===== src/rtl/jpeg_raster2blk.sv =====
// jpeg_raster2blk: buffers raster strips in a ping-pong line memory and
// replays them as level-shifted 8x8 blocks with block/frame start strobes.
module jpeg_raster2blk #(
    parameter int PIC_WIDTH  = 32,
    parameter int PIC_HEIGHT = 24
) (
    input  logic       clk,
    input  logic       rst_n,
    input  logic       pix_valid_i,
    input  logic       pix_sof_i,
    input  logic [7:0] pix_data_i,
    output logic [7:0] pic_data_o,
    output logic       pic_valid_o,
    output logic       pic_blk_go_o,
    output logic       pic_frame_o
);
    localparam int BW  = 8 * PIC_WIDTH;
    localparam int AW  = $clog2(2 * BW);
    localparam int CW  = $clog2(PIC_WIDTH);
    localparam int NB  = PIC_WIDTH / 8;
    localparam int BKW = NB > 1 ? $clog2(NB) : 1;
    localparam int NS  = PIC_HEIGHT / 8;
    localparam int SW  = NS > 1 ? $clog2(NS) : 1;

    typedef enum logic {IDLE, READ} state_t;

    logic [7:0]     mem [2*BW];
    logic [7:0]     mem_q;
    logic [CW-1:0]  col_q, col_e;
    logic [2:0]     row_q, row_e;
    logic           wbank_q;
    logic [SW-1:0]  strip_q;
    logic [1:0]     tag_q;
    logic           sof, col_wrap, wr_done;
    logic [AW-1:0]  wr_addr, rd_addr;
    state_t         state_q;
    logic           rbank_q;
    logic [BKW-1:0] blk_q;
    logic [2:0]     r_q, c_q;
    logic [1:0]     full_q, full_d;
    logic           rd_en, rd_last, nxt_full;
    logic           v1_q, b1_q, f1_q;

    // An SOF pixel behaves as if col/row were already zero, discarding the partial bank.
    always_comb begin
        sof      = pix_valid_i & pix_sof_i;
        col_e    = sof ? '0 : col_q;
        row_e    = sof ? '0 : row_q;
        col_wrap = col_e == CW'(PIC_WIDTH - 1);
        wr_done  = pix_valid_i & col_wrap & (row_e == 3'd7);
        wr_addr  = (wbank_q ? AW'(BW) : '0) + AW'(row_e) * AW'(PIC_WIDTH) + AW'(col_e);
        rd_en    = state_q == READ;
        rd_last  = rd_en & (blk_q == BKW'(NB - 1)) & (r_q == 3'd7) & (c_q == 3'd7);
        rd_addr  = (rbank_q ? AW'(BW) : '0) + AW'(r_q) * AW'(PIC_WIDTH) + AW'({blk_q, c_q});
        full_d   = full_q;
        if (rd_last) full_d[rbank_q] = 1'b0;
        if (wr_done) full_d[wbank_q] = 1'b1;
        nxt_full = full_d[~rbank_q];
    end

    always_ff @(posedge clk) begin
        if (pix_valid_i) mem[wr_addr] <= pix_data_i;
        if (rd_en) mem_q <= mem[rd_addr];
    end

    // Writer; the strip index at fill time decides whether the bank opens a frame.
    always_ff @(posedge clk or negedge rst_n) begin
        if (!rst_n) begin
            col_q   <= '0;
            row_q   <= '0;
            wbank_q <= 1'b0;
            strip_q <= '0;
            tag_q   <= '0;
        end else if (pix_valid_i) begin
            col_q <= col_wrap ? '0 : col_e + CW'(1);
            row_q <= col_wrap ? row_e + 3'd1 : row_e;
            if (wr_done) begin
                wbank_q        <= ~wbank_q;
                tag_q[wbank_q] <= strip_q == '0;
                strip_q        <= strip_q == SW'(NS - 1) ? '0 : strip_q + SW'(1);
            end else if (sof) begin
                strip_q <= '0;
            end
        end
    end

    always_ff @(posedge clk or negedge rst_n) begin
        if (!rst_n) begin
            state_q      <= IDLE;
            rbank_q      <= 1'b0;
            blk_q        <= '0;
            r_q          <= '0;
            c_q          <= '0;
            full_q       <= '0;
            v1_q         <= 1'b0;
            b1_q         <= 1'b0;
            f1_q         <= 1'b0;
            pic_data_o   <= '0;
            pic_valid_o  <= 1'b0;
            pic_blk_go_o <= 1'b0;
            pic_frame_o  <= 1'b0;
        end else begin
            full_q       <= full_d;
            v1_q         <= rd_en;
            b1_q         <= rd_en & (r_q == 3'd0) & (c_q == 3'd0);
            f1_q         <= rd_en & (blk_q == '0) & (r_q == 3'd0) & (c_q == 3'd0) & tag_q[rbank_q];
            pic_valid_o  <= v1_q;
            pic_blk_go_o <= b1_q;
            pic_frame_o  <= f1_q;
            pic_data_o   <= v1_q ? {~mem_q[7], mem_q[6:0]} : '0;
            if (state_q == IDLE) begin
                if (full_q[rbank_q]) begin
                    state_q <= READ;
                    blk_q   <= '0;
                    r_q     <= '0;
                    c_q     <= '0;
                end
            end else begin
                c_q <= c_q + 3'd1;
                if (c_q == 3'd7) begin
                    r_q <= r_q + 3'd1;
                    if (r_q == 3'd7) blk_q <= blk_q == BKW'(NB - 1) ? '0 : blk_q + BKW'(1);
                end
                // Counters wrap to zero here, so a waiting bank streams with no gap.
                if (rd_last) begin
                    rbank_q <= ~rbank_q;
                    state_q <= nxt_full ? READ : IDLE;
                end
            end
        end
    end
endmodule


===== config.mk =====
export PLATFORM = sky130hd
export DESIGN_NAME = jpeg_raster2blk
export DESIGN_NICKNAME = d
export VERILOG_FILES = /design/src/rtl/jpeg_raster2blk.sv
export SDC_FILE = /design/constraint.sdc
export NUM_CORES = 2
export LEC_CHECK = 0
export BUFFER_PORTS_ARGS = -buffer_cell sky130_fd_sc_hd__buf_4
export CORE_ASPECT_RATIO = 2
export CORE_UTILIZATION = 55
export CTS_BUF_LIST = sky130_fd_sc_hd__clkbuf_8
export DETAILED_ROUTE_END_ITERATION = 10
export GPL_ROUTABILITY_DRIVEN = 1
export PLACE_DENSITY = 0.77
export SETUP_SLACK_MARGIN = 0.2
export SYNTH_ARGS = -nofsm -noshare
export SYNTH_HDL_FRONTEND = slang
export SYNTH_SLANG_ARGS = --single-unit
export TNS_END_PERCENT = 100

===== constraint.sdc =====
create_clock -name clk -period 4.1 [get_ports clk]
set_input_delay 0.205 -clock clk [delete_from_list [all_inputs] [get_ports clk]]
set_output_delay 0.205 -clock clk [all_outputs]
set_load 0.02 [all_outputs]

==> impl_metrics.py <==
metrics = {
    "drt": {
        "drtAntennaViolNets": 0,
        "firstDrtPassIters": 6,
        "drt_wl_total_um": 486000,
        "drt-initial-drc-count": 11300,
        "vias_per_cell": 6.68,
        "wl_per_cell_um": 35.4,
        "drcViolationCount": 0,
        "num_vias": 91700,
    },
    "worst_setup_path": {
        "cp_max_fo": 57,
        "r2r_start": "c_q[1]",
        "critPathCaptureType": "flop",
        "max_stage_delay_ps": 690,
        "crit_slowest_cell": "nor4_2",
        "cp-start-kind": "flop",
        "cp.buffers_inverters": 3,
        "r2r_cells": 9,
        "r2r_slack_ps": 100,
        "crit_start": "c_q[1]",
        "crit_top_cell": "buf_12",
        "required_ps": 5030,
        "cp_top_family": "simple AND/OR/NAND/NOR gates",
        "arrival_ps": 4920,
        "path_class": "reg -> reg",
        "rr_endpoint": "mem_q[1]",
        "worstPathCellList": "buf_12 -> buf_12 -> buf_4 -> mux4_2 -> a21oi_1 -> o211ai_1 -> nand4_1 -> nor4_2 -> and3_1",
    },
    "synth": {
        "synth.avg_cell_area_um2": 19.5,
        "synth_cell_types": 92,
        "syn_area_um2": 164000,
        "synth_edf_count": 4104,
        "ys_warn_count": 0,
        "yosys-top-cells-area": "edfxtp_1 (75%), mux4_2 (7.5%), mux2i_1 (5.1%), nor2_1 (1.4%), o221ai_1 (1.4%)",
        "ys_seq_area_share_pct": 75.8,
        "async_flop_share_pct": 0.941,
        "ys_ff_latch": 4143,
        "syn_nets": 8447,
        "synthCells": 8420,
        "ys.flop_type": "edfxtp_1",
        "netlist.top_cell.by_area": "edfxtp_1",
        "yosysTopAreaCellShare_pct": 75.2,
    },
    "finish": {
        "stdcell_area_um2": 184000,
        "drive_above_1_share_pct": 24.1,
        "area_growth_pct": 12.5,
        "fin_util_pct": 62.1,
        "fin_nets": 9470,
    },
    "power_and_ir_drop": {
        "seq_power_share_pct": 60.0,
        "p_clk_share_pct": 38.0,
        "leakage_nw": 65.0,
        "comb_power_share_pct": 1.9,
        "vdd.ir_drop.worst_uv": 241,
        "p_int_mw": 61.2,
        "switching_power_mw": 16.4,
        "p_per_area_nw_per_um2": 421,
        "swShare_pct": 21.2,
    },
    "die": {
        "die_area_um2": 300000,
        "die_width_um": 388,
        "fp.dieH_um": 774,
        "initial_core_util_pct": 55.3,
        "num_io_pins": 23,
        "core_area_um2": 297000,
        "num_rows": 283,
    },
    "timing": {
        "fin_crit_ps": 4000,
        "slew_headroom_pct": 3.91,
        "period_share_pct": 97.4,
        "max_freq_mhz": 250,
        "tns_ps": 0,
        "rsz0062_at_grt": "false",
        "finalClockSkew_ps": 57.0,
        "hold_viol_final": 0,
        "maxSlewViolCount": 0,
        "setup_viol": 0,
        "worstMarginPinSlew_ps": 1430,
    },
    "clock_network": {
        "cts_tree": "built",
        "clk_latency_ps": 1060,
        "h-tree-depth": 6,
        "cts_buffer_depth": 4,
        "cts.root.buffer_cell": "clkbuf_8",
        "cts_sinks": 4143,
        "cts_made_buffers": 543,
        "path_clk_slew_ps": 70,
    },
    "run": {
        "maxCapViolCount": 0,
    },
    "hold_path": {
        "hold_class": "in -> async",
    },
    "placement": {
        "hpwl_um": 325000,
        "placed_area_um2": 174000,
        "gp_congestion": 1.05,
        "port_buffers": 22,
    },
    "global_route": {
        "grt_pass1_wl_um": 682000,
        "grt_max_degree": 141,
        "antenna_found_initial": 25,
        "grt_overflow": 0,
        "grt_usage_pct": 32.4,
        "grt_pass1_vias": 93000,
    },
    "outcome": {
        "outcome": "finished clean",
    },
}
[through the flow]
stage	hold slack [ps]	total power [mW]	std cells	worst slack [ps]
final	200	77.7	13700	105
after global routing	233	79.3	13700	208
after CTS	163	77.8	13700	114
after detailed placement	231	49.0	12700	-476
after global placement	226	48.9	12700	-471
after floorplan	-90.6	47.8	8420	1500
[worst reg2reg max path: stages, from the launching register on]
cell and delay, ps:
dfrtp_4 660, buf_12 270, buf_12 380, buf_4 440, mux4_2 250, a21oi_1 70
o211ai_1 410, nand4_1 470, nor4_2 690, and3_1 250
[cells by family (layout without fill, tap and decap cells)]
kind of cell | Yosys count | after routing | synth area share [%]
DFF | 4143 | 4143 | 75.8
AOI/OAI and AO/OA | 1059 | 1059 | 4.53
adders and majority gates | 15 | 15 | 0.114
other | 0 | 32 | 0
and+or+nand+nor | 1145 | 1145 | 3.07
buffers and inverters | 564 | 2000 | 2.56
muxes | 1491 | 1491 | 13.9
xor gates and xnor gates | 3 | 3 | 0.0160
[registers in the layout, indices dropped and copies added (netlist names), 2 cells and up]
name and cells:
mem 4096, mem_q 8, pic_data_o 8, col_q 5, c_q 3, r_q 3
row_q 3, blk_q 2, full_q 2, strip_q 2, tag_q 2
[power by group through the flow]
stage	registers (mW)	logic [mW]	clock network (mW)
floorplan	47.5	0.214	0
global placement	47.5	1.36	0
detailed placement	47.5	1.44	0
CTS	46.6	1.45	29.7
global route	46.6	1.51	31.2
finish	46.6	1.51	29.5
[synth_stat cells, types with 8 or more instances]
cell type and n:
a2111oi_0 17, a211oi_1 29, a21oi_1 194, a221oi_1 17, a22o_1 11, a22oi_1 30
a31oi_1 29, and2_1 29, and3_1 20, and4_1 8, buf_1 48, buf_12 28
buf_2 89, buf_4 32, buf_6 81, buf_8 42, clkbuf_1 188, clkbuf_8 28
dfrtp_1 39, edfxtp_1 4104, ha_1 15, inv_1 18, mux2_2 38, mux2i_1 842
mux4_1 65, mux4_2 546, nand2_1 208, nand3_1 51, nand4_1 21, nor2_1 620
nor2b_1 9, nor3_1 85, nor4_1 32, nor4b_1 8, o211ai_1 17, o21ai_0 117
o221ai_1 258, o22ai_1 224, o31ai_1 13, o32ai_1 13, or3_1 10
[metal layers]
metal,up-vias,global-route usage [%],share of wire (%)
li1,36800,-,-
met1,46400,33.6,29
met2,6529,54.4,50
met3,1966,6.02,9.0
met4,16,31.8,12
met5,-,0,0.025
[worst max path at each step]
stage                     endpoint  slack [ps]  depth (start not counted)
after CTS                 mem_q[1]         110                         12
after global placement    mem_q[5]        -470                         11
after detailed placement  mem_q[1]        -480                         11
after global routing      mem_q[3]         210                         10
after floorplan           mem_q[5]        1500                          9
final                     mem_q[1]         100                          9
[layout make-up]
type / count / area [µm²]
clock buffer: 567 / 7800
clock inverter: 391 / 2370
multi-input combinational: 3713 / 35900
inverter: 21 / 93.8
antenna: 32 / 80.1
timing repair buffer: 1021 / 9120
fill: 19700 / 112000
sequential: 4143 / 124000
tap: 3847 / 4810
[timing repair]
item / 4_1_cts / 5_1_grt
setup endpoints to repair: 7 / 7
endpoints found under the hold margin: 1154 / 0
pin swaps: 1 / 0
resized for setup: 19 / 23
hold buffers: 14 / 0
buffers inserted: 3 / 0
[cells in the final DEF, fill, tap and decap left out, types with 20 or more instances in the layout]
master / instances
o22ai_1: 218
nand2_1: 190
bufinv_16: 23
a22oi_1: 29
mux4_2: 546
edfxtp_1: 4104
clkinv_2: 55
clkinvlp_4: 20
diode_2: 32
nor3_1: 82
mux2_2: 38
mux2i_1: 841
clkinv_1: 134
nor4_1: 29
and2_1: 28
a31oi_1: 29
dfrtp_1: 32
and3_1: 20
nand3_1: 51
nor2_1: 614
o221ai_1: 256
buf_4: 888
buf_12: 106
o21ai_0: 113
a21oi_1: 194
mux4_1: 65
clkbuf_8: 567
nand4_1: 21
a211oi_1: 29
inv_1: 154
Note: power is estimated with default switching activity, not from simulation.
